**config.mk**
```make
export PLATFORM = sky130hd
export DESIGN_NAME = matmul_job_sequencer
export DESIGN_NICKNAME = d
export VERILOG_FILES = /design/src/rtl/matmul_pkg.sv /design/src/rtl/matmul_job_sequencer_c_readout_fifo.sv /design/src/rtl/matmul_job_sequencer.sv
export SDC_FILE = /design/constraint.sdc
export NUM_CORES = 1
export LEC_CHECK = 0
export BUFFER_PORTS_ARGS = -buffer_cell sky130_fd_sc_hd__buf_2
export CAP_MARGIN = 15
export CORE_MARGIN = 2
export CORE_UTILIZATION = 40
export CTS_BUF_LIST = sky130_fd_sc_hd__clkbuf_2 sky130_fd_sc_hd__clkbuf_4 sky130_fd_sc_hd__clkbuf_8
export DETAILED_ROUTE_END_ITERATION = 8
export GPL_TIMING_DRIVEN = 0
export HOLD_SLACK_MARGIN = 0.06
export PLACE_DENSITY = 0.73
export SETUP_SLACK_MARGIN = 0.2
export SYNTH_ARGS = -nofsm -noshare
export SYNTH_HDL_FRONTEND = slang
export SYNTH_SLANG_ARGS = --single-unit
```
**constraint.sdc**
```tcl
create_clock -name clk -period 2.16 [get_ports clk]
set_input_delay 0.216 -clock clk [delete_from_list [all_inputs] [get_ports clk]]
set_output_delay 0.216 -clock clk [all_outputs]
set_load 0.02 [all_outputs]
```
**src/rtl/matmul_pkg.sv**
```systemverilog
// Shared constants and state encoding for the matrix-multiply job sequencer.
package matmul_pkg;

  localparam int N     = 10;
  localparam int DW    = 8;
  localparam int CW    = 20;
  localparam int AW    = 4;
  localparam int BEATS = N * N;

  localparam logic [AW-1:0] LAST_IDX  = AW'(N - 1);
  localparam logic [6:0]    LAST_BEAT = 7'(BEATS - 1);

  typedef enum logic [2:0] {
    IDLE,
    LOAD_A,
    LOAD_B,
    ENG_START,
    ENG_WAIT,
    UNLOAD
  } state_t;

endpackage

```
**src/rtl/matmul_job_sequencer_c_readout_fifo.sv**
```systemverilog
// Two-entry FIFO that absorbs C read data while the host stalls the result stream.
module c_readout_fifo
  import matmul_pkg::*;
(
  input  logic          clk,
  input  logic          reset,
  input  logic          push,
  input  logic [CW-1:0] push_data,
  input  logic          pop,
  output logic [1:0]    count,
  output logic [CW-1:0] head
);

  logic [CW-1:0] mem [2];
  logic          wr_ptr;
  logic          rd_ptr;

  // Pointer and occupancy tracking; the controller never pushes when full or pops when empty.
  always_ff @(posedge clk) begin
    if (reset) begin
      wr_ptr <= 1'b0;
      rd_ptr <= 1'b0;
      count  <= 2'd0;
    end else begin
      if (push) wr_ptr <= ~wr_ptr;
      if (pop)  rd_ptr <= ~rd_ptr;
      case ({push, pop})
        2'b10:   count <= count + 2'd1;
        2'b01:   count <= count - 2'd1;
        default: count <= count;
      endcase
    end
  end

  // Storage needs no reset; entries are only observed once the count says they are valid.
  always_ff @(posedge clk) begin
    if (push) mem[wr_ptr] <= push_data;
  end

  assign head = mem[rd_ptr];

endmodule

```
**src/rtl/matmul_job_sequencer.sv**
```systemverilog
// Job scheduler: loads A and B from the host stream, kicks the engine, then streams C back.
module matmul_job_sequencer
  import matmul_pkg::*;
(
  input  logic          clk,
  input  logic          reset,
  input  logic          cmd_start,
  output logic          busy,
  output logic          done,
  input  logic          s_valid,
  output logic          s_ready,
  input  logic [DW-1:0] s_data,
  output logic          en_WriteMat_A,
  output logic [AW-1:0] rowAddr_A,
  output logic [AW-1:0] colAddr_A,
  output logic [DW-1:0] wdata_A,
  output logic          en_WriteMat_B,
  output logic [AW-1:0] rowAddr_B,
  output logic [AW-1:0] colAddr_B,
  output logic [DW-1:0] wdata_B,
  output logic          eng_start,
  input  logic          eng_done,
  output logic          en_ReadMat_C,
  output logic [AW-1:0] rowAddr_C,
  output logic [AW-1:0] colAddr_C,
  input  logic [CW-1:0] rdata_C,
  output logic          m_valid,
  input  logic          m_ready,
  output logic [CW-1:0] m_data
);

  state_t        state;
  state_t        state_next;
  logic [AW-1:0] row;
  logic [AW-1:0] col;
  logic [6:0]    beat_cnt;
  logic          reads_done;
  logic          inflight;
  logic          done_q;
  logic [1:0]    fifo_count;
  logic [CW-1:0] fifo_head;
  logic          s_fire;
  logic          m_fire;
  logic          rd_issue;
  logic          at_last;
  logic          phase_change;

  assign at_last      = (row == LAST_IDX) && (col == LAST_IDX);
  assign s_fire       = s_valid && ((state == LOAD_A) || (state == LOAD_B));
  assign m_valid      = (fifo_count != 2'd0);
  assign m_data       = m_valid ? fifo_head : '0;
  assign m_fire       = m_valid && m_ready;
  assign phase_change = (state_next != state);

  // A read may only be issued if its data is guaranteed a FIFO slot when it returns.
  assign rd_issue = (state == UNLOAD) && !reads_done &&
                    (({1'b0, fifo_count} + {2'b00, inflight}) < (3'd2 + {2'b00, m_fire}));

  // State register.
  always_ff @(posedge clk) begin
    if (reset) state <= IDLE;
    else       state <= state_next;
  end

  // Phase sequencing for one load-compute-unload job.
  always_comb begin
    state_next = state;
    case (state)
      IDLE:      if (cmd_start)         state_next = LOAD_A;
      LOAD_A:    if (s_fire && at_last) state_next = LOAD_B;
      LOAD_B:    if (s_fire && at_last) state_next = ENG_START;
      ENG_START:                        state_next = ENG_WAIT;
      ENG_WAIT:  if (eng_done)          state_next = UNLOAD;
      UNLOAD:    if (m_fire && (beat_cnt == LAST_BEAT)) state_next = IDLE;
      default:                          state_next = IDLE;
    endcase
  end

  // Shared row-major address counter, advanced by load beats or issued C reads.
  always_ff @(posedge clk) begin
    if (reset || phase_change) begin
      row <= '0;
      col <= '0;
    end else if (s_fire || rd_issue) begin
      if (col == LAST_IDX) begin
        col <= '0;
        row <= (row == LAST_IDX) ? '0 : row + 1'b1;
      end else begin
        col <= col + 1'b1;
      end
    end
  end

  // Unload bookkeeping: read-in-flight flag, handshake count, and the done pulse.
  always_ff @(posedge clk) begin
    if (reset) begin
      inflight   <= 1'b0;
      reads_done <= 1'b0;
      beat_cnt   <= '0;
      done_q     <= 1'b0;
    end else begin
      inflight <= rd_issue;
      done_q   <= (state == UNLOAD) && (state_next == IDLE);
      if (phase_change) begin
        reads_done <= 1'b0;
        beat_cnt   <= '0;
      end else begin
        if (m_fire)              beat_cnt   <= beat_cnt + 7'd1;
        if (rd_issue && at_last) reads_done <= 1'b1;
      end
    end
  end

  // Memory-port and handshake outputs decoded from the current phase.
  always_comb begin
    busy          = (state != IDLE);
    done          = done_q;
    s_ready       = 1'b0;
    en_WriteMat_A = 1'b0;
    rowAddr_A     = '0;
    colAddr_A     = '0;
    wdata_A       = '0;
    en_WriteMat_B = 1'b0;
    rowAddr_B     = '0;
    colAddr_B     = '0;
    wdata_B       = '0;
    eng_start     = 1'b0;
    en_ReadMat_C  = 1'b0;
    rowAddr_C     = '0;
    colAddr_C     = '0;
    case (state)
      LOAD_A: begin
        s_ready       = 1'b1;
        en_WriteMat_A = s_valid;
        if (s_valid) begin
          rowAddr_A = row;
          colAddr_A = col;
          wdata_A   = s_data;
        end
      end
      LOAD_B: begin
        s_ready       = 1'b1;
        en_WriteMat_B = s_valid;
        if (s_valid) begin
          rowAddr_B = row;
          colAddr_B = col;
          wdata_B   = s_data;
        end
      end
      ENG_START: eng_start = 1'b1;
      UNLOAD: begin
        en_ReadMat_C = rd_issue;
        if (rd_issue) begin
          rowAddr_C = row;
          colAddr_C = col;
        end
      end
      default: ;
    endcase
  end

  c_readout_fifo u_fifo (
    .clk       (clk),
    .reset     (reset),
    .push      (inflight),
    .push_data (rdata_C),
    .pop       (m_fire),
    .count     (fifo_count),
    .head      (fifo_head)
  );

endmodule

```
==> results.txt, run 1 <==
----------------------------------------------------
[Routing]
  Per-cell routed wire length ... 13.5 um
  Vias per Instance ... 4.84
  First DRT Iteration DRCs ... 98
  Number of optimization iterations in the first detailed-route pass ... 4
  Overall via count from detail_route ... 2595
  Antenna viol nets, final ... 0
  Drt total wl ... 7250 um
  Post-route DRC ... 0

[Power and ir drop]
  Switching portion of total power ... 21.2%
  Comb power frac ... 7.1%
  Switching power total ... 565 uW
  Power Density ... 594 nW/um2
  Worst ir drop on vdd ... 0.374 mV
  Sequential share of power ... 50.4%
  Cell leakage power ... 1.94 nW
  Power Internal ... 2.10 mW
  Clock Power Share ... 42.5%

[Floorplan]
  Die ar. ... 8540 um2
  Row count ... 32
  Width of the die ... 92.4 um
  Placeable Area ... 7650 um2
  Num ports ... 102
  Die extent in y ... 92.4 um
  Effective utilization at floorplan ... 40.9%

[Yosys]
  Cells after synthesis ... 286
  Synth Area in Simple Gates ... 22.5%
  Parity-gate share of the synthesized area counting xor and xnor cells ... 3.64%
  Dominant cells by area after synthesis ... sky130_fd_sc_hd__edfxtp_1 (38%), sky130_fd_sc_hd__dfxtp_1 (17%), sky130_fd_sc_hd__mux2i_1 (7.0%)
  Post-synth net total ... 324
  Cell taking the most area after synthesis ... sky130_fd_sc_hd__edfxtp_1
  Post-synthesis mux area share ... 7.05%
  Unique cell type count in the Yosys netlist ... 41
  Syn_area_per_cell ... 10.9 um2
  Portion of synthesized cell area occupied by the leading cell type ... 38.4%
  Combinational family with the most area after synthesis ... simple AND/OR/NAND/NOR gates
  Register bit count reported by yosys ... 66
  Count of yosys warnings during synthesis ... 0
  Compound-cell area share of the yosys netlist ... 6.81%
  Post-synthesis instance area ... 3130 um2
  Adder and majority gate portion of the synthesized area ... 1.60%
  Sequential fraction of the synthesis area ... 55.1%

[STA]
  Number of pins exceeding their max-slew limit in the final report ... 0
  Slew Limit Headroom ... 39.2%
  RSZ-0062 raised after global routing ... yes
  Peak Freq ... 509 MHz
  Worst setup skew after layout ... 0.0122 ns
  Final setup violation count ... 0
  Hold_ws ... 0.0809 ns
  Shortest period the worst path allows ... 1.96 ns
  Post-route clock period utilization ... 91.0%
  Slew of the pin with the lowest slew margin ... 0.912 ns
  Post-layout worst setup margin ... 0.195 ns
  Final-report hold violation count ... 0
  Setup TNS after final layout ... 0 ns

[Critical path]
  Worst-path cell with the longest stage delay ... sky130_fd_sc_hd__dfxtp_2
  Critical Path Start Type ... flop
  Most prevalent standard cell on the critical path ... sky130_fd_sc_hd__ha_4
  Kind of capture point of the worst setup path ... output port
  Arrival time at the worst endpoint ... 1.75 ns
  Max incr delay on CP ... 0.34 ns
  Ordered list of cells on the worst path ... ha_4 > ha_4 > o21ai_4 > and4_4 > buf_8 > and2_4 > buf_6
  Req. time, crit path ... 1.94 ns
  Critical setup path kind ... reg2out
  Register-to-register setup slack ... 0.31 ns
  Critical path peak fanout ... 5

[Clock network]
  Cts bufs inserted ... 9
  Clock slew at reported path FFs ... 0.08 ns
  Num Clock Sinks ... 66
  TritonCTS clock tree ... built
  Latest clock arrival within the worst-skew pair ... 0.34 ns
  Clock Tree Buf Depth ... 2
  Max H-tree Level ... 3
  Clock tree root buffer cell ... sky130_fd_sc_hd__clkbuf_8

[Placed design]
  Hpwl dp ... 4670 um
  Worst-case setup slack after placement ... 0.160 ns
  # port buffers ... 101
  Routability cong. ... 0.816

[Final layout]
  Layout Nets ... 467
  Antenna Diode Count ... 0
  Fraction of layout instances using a drive strength above 1 ... 39.2%
  Synth-to-layout area growth ... 43.6%

[GRT]
  Wire length of the first global-routing pass ... 11900 um
  Total global-route track usage ... 17.7%
  Total overflow reported by the global router ... 0
  Via count of the first global-routing pass ... 2501
  Largest net degree at the start of global routing ... 21
  Antenna violations before repair ... 0

[Hold path]
  Hold WC Path Type ... in2reg

[Run]
  Max capacitance violation total ... 0

[Status]
  Result of the run ... finished clean

----------------------------------------------------
-- Yosys cell counts --
library cell / instances
sky130_fd_sc_hd__dfxtp_1: 26
sky130_fd_sc_hd__a21bo_2: 1
sky130_fd_sc_hd__edfxtp_1: 40
sky130_fd_sc_hd__and4b_1: 1
sky130_fd_sc_hd__buf_2: 3
sky130_fd_sc_hd__nor4b_1: 1
sky130_fd_sc_hd__nor3_2: 1
sky130_fd_sc_hd__o21ai_1: 4
sky130_fd_sc_hd__nor2_1: 46
sky130_fd_sc_hd__a32oi_1: 1
sky130_fd_sc_hd__o21bai_1: 1
sky130_fd_sc_hd__ha_1: 4
sky130_fd_sc_hd__inv_1: 6
sky130_fd_sc_hd__o211ai_2: 1
sky130_fd_sc_hd__a22oi_1: 1
sky130_fd_sc_hd__o31ai_1: 3
sky130_fd_sc_hd__clkbuf_1: 10
sky130_fd_sc_hd__nand4_1: 1
sky130_fd_sc_hd__or4_1: 3
sky130_fd_sc_hd__or3_1: 5
sky130_fd_sc_hd__nand3_1: 4
sky130_fd_sc_hd__xnor2_1: 7
sky130_fd_sc_hd__nor2b_1: 6
sky130_fd_sc_hd__o21ai_4: 1
sky130_fd_sc_hd__or4b_1: 1
sky130_fd_sc_hd__nand2_1: 8
sky130_fd_sc_hd__nand4b_1: 1
sky130_fd_sc_hd__a31oi_1: 1
sky130_fd_sc_hd__and3_1: 19
sky130_fd_sc_hd__a41oi_2: 1
sky130_fd_sc_hd__xor2_1: 6
sky130_fd_sc_hd__and2_1: 24
sky130_fd_sc_hd__a21oi_1: 11
sky130_fd_sc_hd__buf_4: 1
sky130_fd_sc_hd__and4_1: 1
sky130_fd_sc_hd__mux2i_1: 22
sky130_fd_sc_hd__nor4_1: 3
sky130_fd_sc_hd__buf_6: 2
sky130_fd_sc_hd__o21ai_0: 4
sky130_fd_sc_hd__o211a_1: 1
sky130_fd_sc_hd__nor3b_2: 3
-- worst paths after layout --
kind,start,end,cells past startpoint
max,inflight,colAddr_C[2],7
min,rdata_C[11],u_fifo.mem[0][11],1
max reg2reg,inflight,col[3],7
min reg2reg,u_fifo.rd_ptr,u_fifo.rd_ptr,2
-- per-layer routing --
layer  up-vias  wire length [um]  GRT usage (%)
met5         -                 0              0
met4         0               108           7.46
met3         8               374           3.82
met2        82              3610           29.3
met1      1204              3160           22.4
li1       1301                 -              -
-- kinds of logic (layout without fill, tap and decap cells) --
logic type                 count (synthesis)  after routing
and+or+nand+nor                          128            128
DFF                                       66             66
AOI/OAI and AO/OA                         31             31
muxes                                     22             22
buffers and inverters                     22            170
xor gates and xnor gates                  13             13
adders and majority gates                  4              4
-- through the flow --
step / util (%) / instances / instance area [um2] / power [mW]
floorplan: - / 286 / 3130 / 1.44
global placement: 49.2 / 489 / 3760 / 1.50
detailed placement: 49.4 / 490 / 3780 / 1.51
CTS: 57.8 / 531 / 4420 / 2.68
global route: 58.7 / 536 / 4490 / 2.75
finish: 58.7 / 536 / 4490 / 2.66
-- worst max-delay path: cells and delay by family (launching register included) --
family          cells  cell delay, ns
fa+ha+maj           2            0.37
compound gates      1            0.06
flops               1            0.34
simple gates        2            0.41
buf+inv             2            0.23
-- power by group through the flow --
stage	sequential [mW]	combinational [mW]	clock [mW]
after global placement	1.37	0.132	0
after floorplan	1.37	0.0740	0
after global routing	1.34	0.205	1.20
after CTS	1.34	0.181	1.16
final	1.34	0.188	1.13
after detailed placement	1.37	0.136	0
-- timing repair --
item / 4_1_cts / 5_1_grt
cloned: 2 / 0
endpoints found under the setup margin: 54 / 49
gates resized for setup: 55 / 14
endpoints found under the hold margin: 34 / 4
pin swaps: 5 / 4
buffers inserted: 6 / 3
hold buffers: 17 / 2
-- flip-flops by register name, indices dropped and copies added (netlist names), named ones only --
register and count:
u_fifo.count 2, col 4, u_fifo.rd_ptr 1, u_fifo.wr_ptr 1, state 3, reads_done 1
done 1, inflight 1, row 4, beat_cnt 7, u_fifo.mem 40
-- cells in the final DEF, fill, tap and decap left out, types with 2 or more instances in the layout --
master                          instances
sky130_fd_sc_hd__mux2i_1               22
sky130_fd_sc_hd__edfxtp_1              40
sky130_fd_sc_hd__ha_1                   2
sky130_fd_sc_hd__buf_8                  3
sky130_fd_sc_hd__xnor2_1                7
sky130_fd_sc_hd__dfxtp_2                4
sky130_fd_sc_hd__or3_1                  5
sky130_fd_sc_hd__and2_4                 8
sky130_fd_sc_hd__clkinv_4               2
sky130_fd_sc_hd__buf_2                 89
sky130_fd_sc_hd__xor2_1                 6
sky130_fd_sc_hd__nand3_1                4
sky130_fd_sc_hd__a21oi_1               11
sky130_fd_sc_hd__buf_6                 12
sky130_fd_sc_hd__and2_1                16
sky130_fd_sc_hd__clkinvlp_4             2
sky130_fd_sc_hd__nand2_1                7
sky130_fd_sc_hd__o21ai_1                3
sky130_fd_sc_hd__o21ai_4                2
sky130_fd_sc_hd__clkbuf_8               9
sky130_fd_sc_hd__nor4_1                 3
sky130_fd_sc_hd__nor2_1                44
sky130_fd_sc_hd__dlygate4sd3_1         19
sky130_fd_sc_hd__nor3b_2                2
sky130_fd_sc_hd__bufinv_16              2
sky130_fd_sc_hd__clkbuf_2               4
sky130_fd_sc_hd__nor2b_1                6
sky130_fd_sc_hd__or4_1                  3
sky130_fd_sc_hd__inv_1                  6
sky130_fd_sc_hd__buf_4                 17
sky130_fd_sc_hd__o31ai_1                3
sky130_fd_sc_hd__clkbuf_1               3
sky130_fd_sc_hd__dfxtp_1               21
sky130_fd_sc_hd__ha_4                   2
sky130_fd_sc_hd__and3_1                19
sky130_fd_sc_hd__o21ai_0                4
-- cell type report --
class | instances | area, um2
clock buffer | 10 | 131
sequential | 66 | 1730
fill | 644 | 3160
tap | 102 | 128
timing repair buffer | 132 | 867
inverter | 6 | 22.5
buffer | 16 | 133
multi-input combinational | 198 | 1380
clock inverter | 6 | 92.6
Power figures use the tool's default switching activity.
==> run 2, diff against run 1 <==
Settings changed: CORE_MARGIN 2 to 5, SYNTH_HIERARCHICAL from default to 1.
==> results.txt, run 2 <==
----------------------------------------------------
[GRT]
  Via count of the first global-routing pass ... 2652 (was 2501)
  Total global-route track usage ... 15.4% (was 17.7%)
  Antenna violations before repair ... 0 (unchanged)
  GR Util met2 ... 26.0% (was 29.3%)
  Largest net degree at the start of global routing ... 21 (unchanged)
  Global-route track usage on met1 ... 18.7% (was 22.4%)
  Most Used Layer, Global Route ... met2 (unchanged)
  Met3 Use GR ... 4.03% (was 3.82%)
  Wire length of the first global-routing pass ... 12400 um (was 11900 um)
  Total overflow reported by the global router ... 0 (unchanged)

[STA]
  Final setup violation count ... 0 (unchanged)
  Worst setup skew after layout ... 0.00826 ns (was 0.0122 ns)
  Slew Limit Headroom ... 39.1% (was 39.2%)
  Final-report hold violation count ... 0 (unchanged)
  Peak Freq ... 508 MHz (was 509 MHz)
  Post-layout worst setup margin ... 0.193 ns (was 0.195 ns)
  Number of pins exceeding their max-slew limit in the final report ... 0 (unchanged)
  Shortest period the worst path allows ... 1.97 ns (was 1.96 ns)
  Slew of the pin with the lowest slew margin ... 0.913 ns (was 0.912 ns)
  RSZ-0062 raised after global routing ... yes (unchanged)
  Post-route clock period utilization ... 91.1% (was 91.0%)

[Yosys]
  Syn_area_per_cell ... 11.3 um2 (was 10.9 um2)
  Post-synthesis instance area ... 3270 um2 (was 3130 um2)
  Register bit count reported by yosys ... 66 (unchanged)
  Sequential fraction of the synthesis area ... 52.7% (was 55.1%)
  Count of yosys warnings during synthesis ... 6 (was 0)
  Cells after synthesis ... 290 (was 286)
  Unique cell type count in the Yosys netlist ... 54 (was 41)
  Cell taking the most area after synthesis ... sky130_fd_sc_hd__edfxtp_1 (unchanged)
  Post-synth ARST share ... 0% (unchanged)
  Dominant cells by area after synthesis ... sky130_fd_sc_hd__edfxtp_1 (37%), sky130_fd_sc_hd__dfxtp_1 (16%), sky130_fd_sc_hd__mux2_2 (6.9%) (was sky130_fd_sc_hd__edfxtp_1 (38%), sky130_fd_sc_hd__dfxtp_1 (17%), sky130_fd_sc_hd__mux2i_1 (7.0%))
  Dominant synthesized flop cell ... sky130_fd_sc_hd__edfxtp_1 (unchanged)
  Post-synth net total ... 328 (was 324)
  Number of flops mapped to enable cells by yosys ... 40 (unchanged)
  Most instantiated cells after synthesis ... sky130_fd_sc_hd__edfxtp_1 (40), sky130_fd_sc_hd__and2_1 (29), sky130_fd_sc_hd__dfxtp_1 (26), sky130_fd_sc_hd__nor2_1 (24), sky130_fd_sc_hd__nor2b_1 (21) (was sky130_fd_sc_hd__nor2_1 (46), sky130_fd_sc_hd__edfxtp_1 (40), sky130_fd_sc_hd__dfxtp_1 (26), sky130_fd_sc_hd__and2_1 (24), sky130_fd_sc_hd__mux2i_1 (22))
  Portion of synthesized cell area occupied by the leading cell type ... 36.7% (was 38.4%)
  Count leader, synth ... sky130_fd_sc_hd__edfxtp_1 (was sky130_fd_sc_hd__nor2_1)

[Placed design]
  Worst-case setup slack after placement ... 0.154 ns (was 0.160 ns)
  Routability cong. ... 0.843 (was 0.816)
  Hpwl dp ... 5310 um (was 4670 um)
  # port buffers ... 101 (unchanged)

[Floorplan]
  Row count ... 33 (was 32)
  Die ar. ... 10100 um2 (was 8540 um2)
  Width of the die ... 100 um (was 92.4 um)
  Effective utilization at floorplan ... 40.4% (was 40.9%)
  Num ports ... 102 (unchanged)
  Die extent in y ... 100 um (was 92.4 um)
  Placeable Area ... 8090 um2 (was 7650 um2)

[Clock network]
  Max H-tree Level ... 3 (unchanged)
  Latest clock arrival within the worst-skew pair ... 0.34 ns (about the same)
  Clock Tree Buf Depth ... 2 (unchanged)
  Cts bufs inserted ... 9 (unchanged)
  TritonCTS clock tree ... built (unchanged)
  Num Clock Sinks ... 66 (unchanged)
  Clock slew at reported path FFs ... 0.07 ns (was 0.08 ns)
  Clock tree root buffer cell ... sky130_fd_sc_hd__clkbuf_8 (unchanged)

[Power and ir drop]
  Clock Power Share ... 42.6% (was 42.5%)
  Sequential share of power ... 50.5% (was 50.4%)
  Switching portion of total power ... 21.9% (was 21.2%)
  Worst ir drop on vdd ... 0.332 mV (was 0.374 mV)
  Total power of the final layout ... 2.65 mW (was 2.66 mW)
  Switching power total ... 580 uW (was 565 uW)
  Power Density ... 586 nW/um2 (was 594 nW/um2)
  Power Internal ... 2.07 mW (was 2.10 mW)
  Cell leakage power ... 1.89 nW (was 1.94 nW)
  Comb power frac ... 6.9% (was 7.1%)

[Hold path]
  Hold WC Path Type ... in2reg (unchanged)

[Routing]
  Number of optimization iterations in the first detailed-route pass ... 4 (unchanged)
  Overall via count from detail_route ... 2591 (was 2595)
  Antenna viol nets, final ... 0 (unchanged)
  Post-route DRC ... 0 (unchanged)
  First DRT Iteration DRCs ... 77 (was 98)
  Vias per Instance ... 4.83 (was 4.84)
  Drt total wl ... 7670 um (was 7250 um)
  Per-cell routed wire length ... 14.3 um (was 13.5 um)

[Critical path]
  Arrival time at the worst endpoint ... 1.75 ns (about the same)
  Critical Path Start Type ... flop (unchanged)
  Req. time, crit path ... 1.94 ns (about the same)
  Kind of capture point of the worst setup path ... output port (unchanged)
  Critical path peak fanout ... 5 (unchanged)
  Critical setup path kind ... reg2out (unchanged)

[Final layout]
  Antenna Diode Count ... 0 (unchanged)
  Final design utilization ... 55.8% (was 58.7%)
  Fraction of layout instances using a drive strength above 1 ... 44.5% (was 39.2%)
  Synth-to-layout area growth ... 38.0% (was 43.6%)
  Number of flip-flops in the largest register ... 40 (unchanged)
  Layout Nets ... 464 (was 467)
  Top flop regs ... u_fifo/mem x40, beat_cnt x7 (was u_fifo.mem x40, beat_cnt x7)
  Leading cell type in the layout, fill and taps excluded ... sky130_fd_sc_hd__buf_2 (unchanged)
  Most flops, register ... u_fifo/mem (was u_fifo.mem)
  Most frequent cells in the layout ... sky130_fd_sc_hd__buf_2 (94), sky130_fd_sc_hd__edfxtp_1 (40), sky130_fd_sc_hd__and2_1 (29) (was sky130_fd_sc_hd__buf_2 (89), sky130_fd_sc_hd__nor2_1 (44), sky130_fd_sc_hd__edfxtp_1 (40))
  Number of fillers in the final layout ... 719 (was 644)

[Run]
  Max capacitance violation total ... 0 (unchanged)

[Status]
  Result of the run ... finished clean (unchanged)

----------------------------------------------------
[run 2: cell count changes after synthesis, moves of 3 or more]
cell | before | now
sky130_fd_sc_hd__nor4_1 | 3 | 0
sky130_fd_sc_hd__nor2b_1 | 6 | 21
sky130_fd_sc_hd__mux2i_1 | 22 | 4
sky130_fd_sc_hd__a21oi_1 | 11 | 8
sky130_fd_sc_hd__and3_1 | 19 | 4
sky130_fd_sc_hd__nor3_1 | 0 | 8
sky130_fd_sc_hd__and3_2 | 0 | 8
sky130_fd_sc_hd__inv_1 | 6 | 9
sky130_fd_sc_hd__clkbuf_1 | 10 | 7
sky130_fd_sc_hd__and2_1 | 24 | 29
sky130_fd_sc_hd__mux2_2 | 0 | 20
sky130_fd_sc_hd__nor2_1 | 46 | 24
sky130_fd_sc_hd__nor3b_2 | 3 | 0
[run 2: critical path, cell delays in order (launching register included)]
cell	delay, ns
sky130_fd_sc_hd__dfxtp_4	0.36
sky130_fd_sc_hd__ha_4	0.16
sky130_fd_sc_hd__ha_4	0.15
sky130_fd_sc_hd__nor4_4	0.23
sky130_fd_sc_hd__buf_4	0.21
sky130_fd_sc_hd__and3_4	0.19
sky130_fd_sc_hd__buf_6	0.11
[run 2: layer usage]
metal  vias to the layer above  wire (um)
li1                       1286          -
met1                      1212       3300
met2                        85       3830
met3                         8        491
met4                         0         53
met5                         -          0
[run 2: cell families after synthesis]
logic type	count (synthesis)	synth area share (%)
AO/OA/AOI/OAI	30	6.66
XOR/XNOR	12	3.21
adder cells (fa/ha/maj)	4	1.53
buffers and inverters	26	4.44
flip-flops	66	52.7
multiplexers	24	8.11
AND/OR/NAND/NOR	128	23.4
[run 2: power by group through the flow]
stage,logic (mW),registers [mW],clock network [mW]
final,0.184,1.34,1.13
after global routing,0.202,1.34,1.21
after CTS,0.181,1.34,1.16
after detailed placement,0.149,1.37,0
after global placement,0.145,1.37,0
after floorplan,0.0813,1.37,0
[run 2: cell type report]
cell class	count	area [um2]	share of cell area, %
flip-flops and latches	66	1730	38.3
multi-input cells	198	1490	32.9
repair buffers	125	792	17.6
well taps	105	131	2.91
clock buffers	9	124	2.75
plain buffers	17	123	2.72
clock inverters	7	93.8	2.08
inverters	9	33.8	0.749
[run 2: repair_timing]
| item | in CTS | in global routing |
|---|---|---|
| setup endpoints to repair | 32 | 35 |
| setup buffers | 5 | 0 |
| endpoints found under the hold margin | 33 | 0 |
| resized for setup | 33 | 20 |
| cloned | 1 | 0 |
| hold buffers | 17 | 0 |
| pin swaps | 3 | 4 |
[run 2: worst paths after layout]
| kind | start | end | slack, ns | cells past startpoint |
|---|---|---|---|---|
| worst max-delay path | u_fifo/count[0] | rowAddr_C[0] | 0.19 | 6 |
| worst min-delay path | rdata_C[6] | u_fifo/mem[0][6] | 0.08 | 1 |
| worst max register to register | u_fifo/count[0] | row[0] | 0.20 | 8 |
| worst min register to register | beat_cnt[6] | beat_cnt[6] | 0.52 | 2 |
[run 2: metrics by stage]
| stage | area (um2) | instances | setup TNS (ns) | hold WS, ns |
|---|---|---|---|---|
| after detailed placement | 3920 | 497 | 0 | 0.411 |
| after floorplan | 3270 | 290 | 0 | 0.285 |
| final | 4510 | 536 | 0 | 0.0793 |
| after CTS | 4460 | 536 | 0 | 0.0612 |
| after global placement | 3910 | 496 | -0.165 | 0.405 |
| after global routing | 4510 | 536 | 0 | 0.0614 |
